===== src/rtl/shift_sub_divider.sv =====
// shift_sub_divider: sequential restoring divider.
// Divides a 2W-bit dividend by a W-bit divisor in W clock cycles and returns
// a W-bit quotient and a W-bit remainder. It uses the same START/READY
// handshake as the shift-add multiplier, so products can be looped straight
// back in. Divide-by-zero and quotient overflow are flagged on the accept
// edge without entering RUN.
// Optional build macro: DIV_ABORT_EN. When it is defined, START during RUN
// aborts the current operation and re-accepts using the present inputs.
module shift_sub_divider #(
    parameter int W = 4
) (
    input  logic             CK,
    input  logic             RN,
    input  logic             START,
    input  logic [2*W-1:0]   DIVIDEND,
    input  logic [W-1:0]     DIVISOR,
    output logic             READY,
    output logic [W-1:0]     QUOTIENT,
    output logic [W-1:0]     REMAINDER,
    output logic             OVF,
    output logic             DVZ
);

    localparam int CNT_W = (W > 1) ? $clog2(W) : 1;

    typedef enum logic {
        IDLE = 1'b0,
        RUN  = 1'b1
    } state_t;

    state_t             state_q, state_d;
    logic [W:0]         pr_q,   pr_d;      // partial remainder
    logic [W-1:0]       qs_q,   qs_d;      // dividend low half / quotient bits
    logic [W-1:0]       dvs_q,  dvs_d;     // captured divisor
    logic [CNT_W-1:0]   cnt_q,  cnt_d;     // iteration counter
    logic [W-1:0]       quot_q, quot_d;
    logic [W-1:0]       rem_q,  rem_d;
    logic               ovf_q,  ovf_d;
    logic               dvz_q,  dvz_d;

    logic               accept;
    logic [2*W:0]       step;              // {next PR, next QS}

    // One restoring iteration: shift the next dividend bit into the partial
    // remainder, trial-subtract the divisor and keep the difference only if
    // it did not go negative. The subtraction is done one bit wider than the
    // partial remainder so the sign bit is a clean borrow flag.
    function automatic logic [2*W:0] div_step(
        input logic [W:0]   pr,
        input logic [W-1:0] qs,
        input logic [W-1:0] dvs
    );
        logic [W+1:0] wide;
        logic [W:0]   shifted;
        shifted = {pr[W-1:0], qs[W-1]};
        wide    = {pr, qs[W-1]} - {2'b00, dvs};
        if (!wide[W+1]) begin
            return {wide[W:0], qs[W-2:0], 1'b1};
        end else begin
            return {shifted, qs[W-2:0], 1'b0};
        end
    endfunction

`ifdef DIV_ABORT_EN
    // START is honoured in both states: in RUN it discards the current
    // operation and restarts with whatever is on the inputs now.
    assign accept = START;
`else
    // START is only sampled while idle; requests during RUN are dropped.
    assign accept = START && (state_q == IDLE);
`endif

    assign step = div_step(pr_q, qs_q, dvs_q);

    // Next-state and datapath update: accept/error handling and iteration.
    always_comb begin
        state_d = state_q;
        pr_d    = pr_q;
        qs_d    = qs_q;
        dvs_d   = dvs_q;
        cnt_d   = cnt_q;
        quot_d  = quot_q;
        rem_d   = rem_q;
        ovf_d   = ovf_q;
        dvz_d   = dvz_q;

        if (accept) begin
            if (DIVISOR == '0) begin
                // divide by zero wins over overflow; result lands immediately
                state_d = IDLE;
                quot_d  = '1;
                rem_d   = '0;
                dvz_d   = 1'b1;
                ovf_d   = 1'b0;
            end else if (DIVIDEND[2*W-1:W] >= DIVISOR) begin
                // quotient would not fit in W bits
                state_d = IDLE;
                quot_d  = '1;
                rem_d   = '0;
                ovf_d   = 1'b1;
                dvz_d   = 1'b0;
            end else begin
                state_d = RUN;
                pr_d    = {1'b0, DIVIDEND[2*W-1:W]};
                qs_d    = DIVIDEND[W-1:0];
                dvs_d   = DIVISOR;
                cnt_d   = '0;
                ovf_d   = 1'b0;
                dvz_d   = 1'b0;
            end
        end else if (state_q == RUN) begin
            pr_d  = step[2*W:W];
            qs_d  = step[W-1:0];
            cnt_d = cnt_q + CNT_W'(1);
            if (cnt_q == CNT_W'(W - 1)) begin
                // last iteration: publish the result and go idle
                state_d = IDLE;
                quot_d  = step[W-1:0];
                rem_d   = step[2*W-1:W];
            end
        end
    end

    // State and datapath registers; reset returns every register to zero.
    always_ff @(posedge CK or negedge RN) begin
        if (!RN) begin
            state_q <= IDLE;
            pr_q    <= '0;
            qs_q    <= '0;
            dvs_q   <= '0;
            cnt_q   <= '0;
            quot_q  <= '0;
            rem_q   <= '0;
            ovf_q   <= 1'b0;
            dvz_q   <= 1'b0;
        end else begin
            state_q <= state_d;
            pr_q    <= pr_d;
            qs_q    <= qs_d;
            dvs_q   <= dvs_d;
            cnt_q   <= cnt_d;
            quot_q  <= quot_d;
            rem_q   <= rem_d;
            ovf_q   <= ovf_d;
            dvz_q   <= dvz_d;
        end
    end

    assign READY     = (state_q == IDLE);
    assign QUOTIENT  = quot_q;
    assign REMAINDER = rem_q;
    assign OVF       = ovf_q;
    assign DVZ       = dvz_q;

endmodule


===== config.mk =====
export PLATFORM = sky130hd
export DESIGN_NAME = shift_sub_divider
export DESIGN_NICKNAME = d
export VERILOG_FILES = /design/src/rtl/shift_sub_divider.sv
export SDC_FILE = /design/constraint.sdc
export NUM_CORES = 1
export LEC_CHECK = 0
export ABC_AREA = 1
export BUFFER_PORTS_ARGS = -buffer_cell sky130_fd_sc_hd__buf_2
export CAP_MARGIN = 10
export CELL_PAD_IN_SITES_DETAIL_PLACEMENT = 1
export CELL_PAD_IN_SITES_GLOBAL_PLACEMENT = 1
export CORE_ASPECT_RATIO = 0.75
export CORE_MARGIN = 2
export CORE_UTILIZATION = 41
export DETAILED_ROUTE_END_ITERATION = 6
export GPL_TIMING_DRIVEN = 1
export HOLD_SLACK_MARGIN = 0.03
export PLACE_DENSITY_LB_ADDON = 0.1
export SLEW_MARGIN = 30
export SYNTH_ARGS = -nofsm -noshare
export SYNTH_HDL_FRONTEND = slang
export SYNTH_SLANG_ARGS = --single-unit

===== constraint.sdc =====
create_clock -name CK -period 2.2 [get_ports CK]
set_input_delay 0.11 -clock CK [delete_from_list [all_inputs] [get_ports CK]]
set_output_delay 0.11 -clock CK [all_outputs]
set_load 0.01 [all_outputs]

==> reports/metrics.cfg <==
[outcome]
status = completed

[critical_path]
r2r_cells = 10
cp_data_arrival_time_ns = 2.04
path_max_fanout = 6
end_kind = register
critPathLaunchType = register
cp.required_ns = 2.35
path_class = register to register
worstReg2RegStart = pr_q[2]$_DFFE_PN0P_
rrSetupSlack_ns = 0.31
crit_path_end = pr_q[1]$_DFFE_PN0P_
critPathLaunch = pr_q[2]$_DFFE_PN0P_
timing.rr.end = pr_q[1]$_DFFE_PN0P_

[place]
dp.cells = 260
dp_hpwl_mm = 2.89
dp_slack_ns = 0.349
gp_congestion = 0.820
portBuffers = 25

[job]
max_cap_viol_count = 0

[route]
vias = 1308
wl_per_cell_um = 13.4
drc = 0
drt-total-wl_mm = 3.53
first_pass_iters = 4
drtIter0Drc = 57
viasPerCell = 4.95
antenna_left = 0

[synth]
synthCells = 186
synth_top_family_by_area = simple AND/OR/NAND/NOR gates
synth_area_sq_um = 1530
netlist.area_leader.share_pct = 42.5
ys_seq_area_share_pct = 42.5
async_flop_share_pct = 100
synth_xor_area_share_pct = 1.14
yosys.area_share.adder_pct = 8.66
synth-edff-count = 0
synth.largest_area_cell = dfrtp_1
yosysMostFrequentCell = nand2_1
ys_warn_count = 0
synth_area_per_cell_sq_um = 8.23
yosys-top-cells-count = nand2_1, dfrtp_1, inv_1, nand3_1, o21ai_0
synth_fp_nets = 211
synth-seq-cells = 26
synth.mux.area_fraction_pct = 0.735
synth-simple-area-share_pct = 27.8
yosys.cell_types.count = 29
synth_compound_area_share_pct = 11.3
synth_area_leaders = dfrtp_1, nand2_1, ha_1
ys.flop_type = dfrtp_1

[grt]
overflow = 0
grt_pass1_wl_mm = 6.04
grt_usage_pct = 18.4
grt_pass1_vias = 1325
grt_max_degree = 27
antenna_found_initial = 0

[sta]
min_period_ns = 1.89
setup_violations = 0
slew_viol_final = 0
fmax_ghz = 0.530
setup_tns_ns = 0
finalCritPeriodShare_pct = 85.7
fin_ws_ns = 0.315
rsz0062_at_grt = no
finalClockSkew_ns = 0.00403
tightest_slew_ns = 0.579
relSlewSlack_pct = 61.4
finalHoldViolations = 0

[cts]
h-tree-depth = 1
cts_buffer_depth = 2
worstSkewPairLatency_ns = 0.26
root_buffer = clkbuf_8
cts.sinks = 26
cts_resized = 0
clk_pin_slew_ns = 0.08
numCtsBuffers = 3
cts_tree = built

[hold_path]
hold_path_class = input port to register

[floorplan]
io_pins = 26
dieArea_sq_um = 4250
die_h_um = 56.9
core_sq_um = 3610
fp.dieW_um = 74.6
start_util_pct = 42.4
rows = 19

[power_and_ir_drop]
cellLeakagePower_nw = 0.937
power_density_nw_per_um2 = 1630
total_power_mw = 2.85
peakVddDrop_mv = 0.529

[final_layout]
antennaDiodeCount = 0
finalNonFillerCells = 264
syn_to_final_growth_pct = 14.3
layout-drive-gt1-share_pct = 19.8
fin_nets = 239

## cell usage in the layout, fill, tap and decap left out, types with 3 or more instances in the layout
cell type,synthesis,final
nand3_1,17,17
ha_1,9,9
nor2_1,11,11
nand2_1,51,51
clkbuf_8,0,3
a21oi_1,6,6
o211ai_1,4,4
buf_2,0,25
nand4_1,3,3
o21ai_0,12,12
dfrtp_1,26,26
inv_1,23,23
## flip-flops by register name, indices dropped and copies added (netlist names)
signal	count
pr_q	5
QUOTIENT	4
REMAINDER	4
dvs_q	4
qs_q	4
cnt_q	2
DVZ	1
OVF	1
state_q	1
## cell type report
class	count	area, sq um
Fill cell	479	1860
Timing Repair Buffer	26	135
Clock buffer	3	41.3
Sequential cell	26	651
Multi-Input combinational cell	132	759
Inverter	25	98.8
Tap cell	52	65.1
## report_power, final
group | internal (mW) | switching, mW
registers | 0.723 | 0.162
logic | 0.631 | 1.08
clock network | 0.122 | 0.138
## logic make-up after synthesis
group,Yosys count
and+or+nand+nor,90
AOI/OAI and AO/OA,29
buffers and inverters,28
DFF,26
adders and majority gates,10
xor gates and xnor gates,2
muxes,1
## through the flow
| step | area, sq um | hold WS [ns] | util [%] |
|---|---|---|---|
| floorplan | 1530 | -0.186 | - |
| global placement | 1700 | 0.143 | 47.0 |
| detailed placement | 1700 | 0.145 | 47.0 |
| CTS | 1750 | 0.110 | 48.4 |
| global route | 1750 | 0.132 | 48.4 |
| finish | 1750 | 0.108 | 48.4 |
## metal layers
layer | track usage (%) | vias to the layer above | part of all wire, %
met5 | 0 | - | 0
met4 | 2.30 | 0 | 0.45
met3 | 3.71 | 2 | 3.8
met2 | 31.4 | 29 | 47
met1 | 25.1 | 617 | 48
li1 | - | 660 | -
## worst min-delay path by stage
stage / from / end / slack [ns] / cells past startpoint
5_1_grt: DIVISOR[0] / dvs_q[0]$_DFFE_PN0P_ / 0.13 / 2
6_report: DIVIDEND[1] / qs_q[1]$_DFFE_PN0P_ / 0.11 / 3
2_1_floorplan: RN / DVZ$_DFFE_PN0N_ / -0.19 / 0
4_1_cts: DIVIDEND[1] / qs_q[1]$_DFFE_PN0P_ / 0.11 / 3
3_3_place_gp: RN / QUOTIENT[2]$_DFFE_PN0P_ / 0.14 / 1
3_5_place_dp: RN / QUOTIENT[3]$_DFFE_PN0P_ / 0.14 / 1
## critical path, stage by stage (launching register included)
cell and delay [ns]:
dfrtp_1 0.41, ha_1 0.35, inv_1 0.07, nor2_1 0.14, nand3_1 0.14, nand3_1 0.13, nand2_1 0.15, nand3_1 0.11
nand2_1 0.07, nand2_1 0.11, a21oi_1 0.08
## repair_timing
item,4_1_cts,5_1_grt
hold buffers,1,0
setup buffers,0,0
endpoints found under the hold margin,26,0
No activity file was read; power rests on OpenSTA's default activity.
